==> src/rtl/imem_responder.sv <==
// 256x8 instruction store: byte-stream load (1 byte/cycle, load_ready high only in LOAD), 1-cycle registered fetch in RUN.
// Core is held (cpu_hold) outside RUN; define IMEM_BOUNDS_CHECK_EN for out-of-range fetch zeroing and a sticky fault flag.
module imem_responder #(
    parameter int ADDR_W = 8,
    parameter int DATA_W = 8
) (
    input  logic              origclk,
    input  logic              reset,
    input  logic              load_start,
    input  logic              load_valid,
    input  logic [DATA_W-1:0] load_data,
    input  logic              load_last,
    output logic              load_ready,
    input  logic              fetch_req,
    input  logic [ADDR_W-1:0] pc,
    output logic [DATA_W-1:0] instruction,
    output logic              instr_valid,
    output logic              cpu_hold,
    output logic [ADDR_W:0]   prog_len,
    output logic              fault
);

    typedef enum logic [1:0] {S_EMPTY, S_LOAD, S_RUN} state_t;

    localparam logic [ADDR_W:0] LEN_ONE = {{ADDR_W{1'b0}}, 1'b1};

    state_t              state_q, state_d;
    logic [ADDR_W:0]     len_q, len_d;
    logic [DATA_W-1:0]   instr_q, instr_d;
    logic                vld_q, vld_d;
    logic                fault_q, fault_d;
    logic                wr_en;
    logic                oob;
    logic [ADDR_W-1:0]   wptr;
    logic [DATA_W-1:0]   mem_q [2**ADDR_W];

    // The program length doubles as the write pointer; it never reaches 2^ADDR_W while in LOAD.
    assign wptr = len_q[ADDR_W-1:0];

`ifdef IMEM_BOUNDS_CHECK_EN
    assign oob = ({1'b0, pc} >= len_q);
`else
    assign oob = 1'b0;
`endif

    always_comb begin
        state_d = state_q;
        len_d   = len_q;
        instr_d = instr_q;
        vld_d   = 1'b0;
        fault_d = fault_q;
        wr_en   = 1'b0;
        case (state_q)
            S_EMPTY: begin
                if (load_start) begin
                    state_d = S_LOAD;
                    len_d   = '0;
                    fault_d = 1'b0;
                end
            end
            S_LOAD: begin
                // A restart wins over a beat presented in the same cycle.
                if (load_start) begin
                    len_d   = '0;
                    fault_d = 1'b0;
                end else if (load_valid) begin
                    wr_en = 1'b1;
                    len_d = len_q + LEN_ONE;
                    if (load_last || (&wptr)) begin
                        state_d = S_RUN;
                    end
                end
            end
            S_RUN: begin
                if (load_start) begin
                    state_d = S_LOAD;
                    len_d   = '0;
                    fault_d = 1'b0;
                end else if (fetch_req) begin
                    vld_d = 1'b1;
                    if (oob) begin
                        instr_d = '0;
                        fault_d = 1'b1;
                    end else begin
                        instr_d = mem_q[pc];
                    end
                end
            end
            default: state_d = S_EMPTY;
        endcase
    end

    always_ff @(posedge origclk) begin
        if (!reset) begin
            state_q <= S_EMPTY;
            len_q   <= '0;
            instr_q <= '0;
            vld_q   <= 1'b0;
            fault_q <= 1'b0;
        end else begin
            state_q <= state_d;
            len_q   <= len_d;
            instr_q <= instr_d;
            vld_q   <= vld_d;
            fault_q <= fault_d;
        end
    end

    always_ff @(posedge origclk) begin
        if (wr_en && reset) begin
            mem_q[wptr] <= load_data;
        end
    end

    assign load_ready  = (state_q == S_LOAD);
    assign cpu_hold    = (state_q != S_RUN);
    assign instruction = instr_q;
    assign instr_valid = vld_q;
    assign prog_len    = len_q;
    assign fault       = fault_q;

endmodule

==> config.mk <==
export PLATFORM = sky130hd
export DESIGN_NAME = imem_responder
export DESIGN_NICKNAME = d
export VERILOG_FILES = /design/src/rtl/imem_responder.sv
export SDC_FILE = /design/constraint.sdc
export NUM_CORES = 2
export LEC_CHECK = 0
export ABC_CLOCK_PERIOD_IN_PS = 5320
export CAP_MARGIN = 15
export CORE_MARGIN = 5
export CORE_UTILIZATION = 70
export CTS_BUF_LIST = sky130_fd_sc_hd__clkbuf_2
export DETAILED_ROUTE_END_ITERATION = 10
export PLACE_DENSITY = 0.83
export SLEW_MARGIN = 15
export SYNTH_ARGS = -nofsm -noshare
export SYNTH_HDL_FRONTEND = slang
export SYNTH_SLANG_ARGS = --single-unit
==> constraint.sdc <==
create_clock -name origclk -period 5.32 [get_ports origclk]
set_input_delay 1.064 -clock origclk [delete_from_list [all_inputs] [get_ports origclk]]
set_output_delay 1.064 -clock origclk [all_outputs]
set_load 0.02 [all_outputs]
; ---- Yosys cells after proc, flatten, opt, wreduce, memory -nomap -nowiden
; Memories as Yosys holds them, arrays and structs flattened. A register that Yosys moved wholly into a read port is not among the register bits.
; Index checks and enable logic that the tools add are counted.
[classes]
n_div = 0
n_mul = 0
reduce_logical = 11
magnitude_cmp = 0
bitwise_logic = 3
n_mux = 15
addsub = 1
eq_ne = 8
n_shift = 0
[ops]
columns = operator, n
row1 = 9-bit two-way mux, 3
row2 = 9-bit case mux with 2 select lines, 1
row3 = 9-bit by 1-bit adder with 9-bit output (second input constant), 1
row4 = 2-bit two-way mux, 4
row5 = 8-bit AND reduction, 1
row6 = 1-bit two-way mux, 6
row7 = 2-bit != test (second input constant), 3
row8 = 3-bit AND reduction, 2
row9 = 2-bit by 1-bit != test with 1-bit output (second input constant), 2
row10 = 2-bit case mux with 2 select lines, 1
row11 = 4-bit AND reduction, 1
row12 = 3-bit != test (second input constant), 1
row13 = 1-bit inverter, 3
row14 = 3-bit OR reduction, 1
row15 = 2-bit by 1-bit equality test with 1-bit output (second input constant), 1
row16 = 2-bit equality test (second input constant), 1
row17 = 2-bit zero test, 1
row18 = 2-bit nonzero test, 1
row19 = 2-bit OR reduction, 1
row20 = 1-bit logical AND, 1
row21 = 1-bit zero test, 1
row22 = 1-bit logical OR, 1
[word_totals]
regBits = 12
latch_bits = 0
ram_bits = 2048
memories = 1
wordCells = 42
romBits = 0
[memory_table]
columns = memory, depth, width, read_ports, rd_clocked_by_memory_dff, write_ports, line
row1 = mem_q, 256, 8, 1, 1, 1, 35  ; logic [DATA_W-1:0] mem_q [2**ADDR_W];

; ---- Depth between registers and ports, before layout
[logic_depth]
ltp_word = 6
mapped_depth = 13

; ---- Least setup slack after synthesis
; Ideal clock, no wire load.
[synth_path]
path_type = input port to flip-flop
start = input pc[0]
end = register instr_q[0] (netlist: instruction[0]) (read register of mem_q)
t_arrival_ps = 3029
stages = 9
setup_slack_ps = 2171
t_required_ps = 5200
n_path_buf = 4
cell_sequence = buf_6 > buf_12 > buf_12 > buf_12 > mux4_1 > mux4_2 > o21ai_1 > nor4_1 > a211o_1
[synth_lines]
columns = item, line
row1 = from (decl), 15  ; input logic [ADDR_W-1:0] pc,
row2 = to (decl), 29  ; logic [DATA_W-1:0] instr_q, instr_d;

; ---- Final worst setup path
[layout_path]
start = register len_q[5] (netlist: prog_len[5])
end = output prog_len[5]
[layout_lines]
columns = item, line
row1 = from (decl), 28  ; logic [ADDR_W:0] len_q, len_d;
row2 = from (signal assigned), 102  ; len_q <= len_d;
row3 = to (decl), 19  ; output logic [ADDR_W:0] prog_len,
; No word-level cell between the ends.

==> impl_results.md <==
* Worst-path cell chain: clkdlybuf4s50_1
* Buffers on Ports at 41
* Setup repair bufs after CTS at 0
* Post-Syn Instances at ~4000
* DR iter-0 viols at 7084
* Die Width at ~350 µm
* Hold slack at approximately 0.14 ns
* CP delay by family, top: buffers and inverters
* Row count at approximately 130
* Tmin final at between 4 and 5 ns
* Die area at 0.123 mm²
* # hold bufs at CTS at 11
* Max-Cap Viols at 0
* Worst setup EP type: primary output
* RePlAce Congestion at slightly below 1
* Final TNS setup at 0 ns
* Clk slew on worst S/H paths at about 0.12 ns
* Warnings, synthesis at 0
* Achievable frequency at approximately 230 MHz
* Type of origin of the critical path: register
* Hold crit path type: primary input to register
* Clock Tree Root: clkbuf_2
* DR pass1 iterations at 9
* Worst setup path category: register to primary output
* Vias in the first global route at 43900
* I/O pins at 43
* Maximum VDD drop at between 0.2 and 0.25 mV
* Final Total Pwr at 0.0291 W
* Post-DP HPWL at 126 mm
* RSZ-0062 raised after global routing: false
* Power per cell area at between 300 and 400 mW/mm²
* Antenna Nets Post-Route at 0
* Final WL at ~200 mm
* Slowest cell on crit path: clkdlybuf4s50_1
* Reg area at between 0.06 and 0.07 mm²
* Syn Nets at approximately 3900
* Layout area overhead at 7.60%
* First-pass GRT wire length at around 290 mm
* Largest stage delay, worst path at a little under 1 ns
* Sink Count at 2068
* Largest net degree at the start of global routing at between 100 and 150
* Bufs and invs on worst path at 1
* CP arrival at approximately 3.3 ns
* CTS Buffer Depth at 4
* Post-synthesis async set-or-reset flop share at 0%
* EDFF count, synth at 2048
* Drt drc at 0
* FF+latch count, synth at approximately 2100
* GR Util All Layers at between 30% and 40%
* Initial core utilization at between 70% and 80%
* Post-Syn Area per Cell at around 21 µm²
* Layout Skew at 0.184 ns
* Worst skew pair latency at ~1.8 ns
* Core ar. at around 0.12 mm²
* GRT overflow at 0
* Share of cells above drive strength 1 at 26.5%
* Slew Limit Headroom at around 12%
* Actual slew at the worst max-slew pin at ~1.3 ns
* Area occupied by multi-input gates at around 0.017 mm²
* Drt wl/cell at between 30 and 40 µm
* CP required at between 4 and 5 ns
* Final Hold Fails at 0
* TritonCTS clock tree: done
* NumNets Final at about 4400
* CTS Buf Count at 480
* Mapped Area at roughly 0.081 mm²
* Initial antenna violation count at 10
* Leak Pwr at about 28 nW
* Total number of vias at 43800
* Register area share after synthesis at roughly three quarters
* Prevailing post-synth register cell: edfxtp_1
* Vias per std cell at roughly 7
* PostCTS Resize Cnt at 0
* H-Tree Depth at 5
* Die H at roughly 350 µm
* # fillers at about 6000
* Final Max Tran Viols at 0
* Yosys cell types at 67
* Fin crit share at about 82%
* # setup viols final at 0
* Max FO, Critical Path at 11
* Status: finished clean
-- final timing paths --
path                  startpoint              to  slack (ns)  depth (start not counted)
setup / recovery     prog_len[5]     prog_len[5]        0.94                          1
hold / removal      load_data[6]     mem_q[1][6]        0.14                          1
setup reg to reg      state_q[0]   mem_q[164][7]        1.32                          7
hold reg to reg   instruction[6]  instruction[6]        0.57                          1
-- cell usage in the layout, fill, tap and decap left out, types with 8 or more instances in the layout --
| cell | n |
|---|---|
| a2111oi_0 | 16 |
| nor4_1 | 14 |
| a211oi_1 | 22 |
| dlygate4sd3_1 | 11 |
| a31oi_1 | 16 |
| o221ai_1 | 33 |
| buf_12 | 25 |
| o22ai_1 | 82 |
| mux4_1 | 75 |
| mux2_2 | 15 |
| nor2_1 | 311 |
| nor3_1 | 21 |
| clkdlybuf4s50_1 | 29 |
| nand2_1 | 115 |
| dfxtp_1 | 20 |
| o21ai_0 | 37 |
| and2_1 | 14 |
| diode_2 | 10 |
| a21oi_1 | 38 |
| mux4_2 | 351 |
| clkinv_2 | 29 |
| mux2i_1 | 229 |
| a22oi_1 | 43 |
| nand3_1 | 35 |
| nand4_1 | 13 |
| buf_4 | 110 |
| nor2b_1 | 12 |
| edfxtp_1 | 2048 |
| clkinv_1 | 118 |
| clkbuf_2 | 679 |
| clkbuf_8 | 8 |
| a22o_1 | 9 |
-- cells in the mapped netlist, drive strengths merged (16+ instances only) --
| library cell | instances | area (µm²) |
|---|---|---|
| nor3 | 22 | 110 |
| a21oi | 38 | 190 |
| a2111oi | 18 | 164 |
| buf | 137 | 1270 |
| nor2 | 314 | 1180 |
| o21ai | 38 | 190 |
| clkbuf | 98 | 568 |
| o221ai | 33 | 289 |
| a211oi | 22 | 165 |
| mux4 | 426 | 9880 |
| nand3 | 35 | 175 |
| nand2 | 117 | 442 |
| o22ai | 82 | 513 |
| a31oi | 16 | 100 |
| a22oi | 43 | 323 |
| mux2i | 229 | 2290 |
| edfxtp | 2048 | 61500 |
| dfxtp | 20 | 400 |
-- layer usage --
metal	track usage [%]	up-vias	share of wire (%)
li1	-	17500	-
met1	45.7	21700	33
met2	50.5	3811	47
met3	10.7	721	14
met4	16.8	10	5.7
met5	0	-	0.038
-- worst register-to-register path, delay by kind of cell (launching register included) --
family / cells / cell delay [ns]
flops: 1 / 0.51
buf+inv: 1 / 0.51
simple gates: 6 / 2.60
-- layout make-up --
cell class / count / area share (%)
Multi-Input combinational cell: 1609 / 20.0
Inverter: 4 / 0.0229
Antenna cell: 10 / 0.0287
Tap cell: 1524 / 2.18
Sequential cell: 2068 / 70.9
Timing Repair Buffer: 186 / 2.15
Clock buffer: 679 / 3.89
Clock inverter: 157 / 0.867
-- power by group --
| part | switching (W) | internal [W] | total (W) | leakage (nW) |
|---|---|---|---|---|
| logic | 0.000977 | 0.000516 | 0.00149 | 6.62 |
| registers | 0.00000453 | 0.0179 | 0.0179 | 18.6 |
| clock network | 0.00602 | 0.00367 | 0.00969 | 3.21 |
| total | 0.00700 | 0.0221 | 0.0291 | 28.4 |
-- sequential cells by signal (all words and copies together) (netlist names) --
register and count:
instr_valid 1, mem_q 2048, prog_len 9, state_q 2, instruction 8
-- metrics by stage --
| stage | utilization, % | setup WS, ns | instance area (µm²) | cells |
|---|---|---|---|---|
| global route | 75.4 | 0.797 | 87300 | 6235 |
| finish | 75.4 | 0.937 | 87300 | 6237 |
| CTS | 75.4 | 0.885 | 87300 | 6227 |
| floorplan | - | 2.17 | 81200 | 3916 |
| global placement | 71.7 | 0.745 | 83000 | 5380 |
| detailed placement | 71.7 | 0.633 | 83000 | 5380 |
-- cell families (layout without fill, tap and decap cells) --
group | after synthesis | count (layout) | synth area share, %
AOI/OAI and AO/OA | 358 | 358 | 3.10
xor gates and xnor gates | 7 | 7 | 0.0755
adders and majority gates | 4 | 4 | 0.0617
buffers and inverters | 239 | 1026 | 2.29
DFF | 2068 | 2068 | 76.3
muxes | 670 | 670 | 15.2
other | 1 | 11 | 0.00462
and+or+nand+nor | 569 | 569 | 3.00
(Power assumes the default switching activity.)
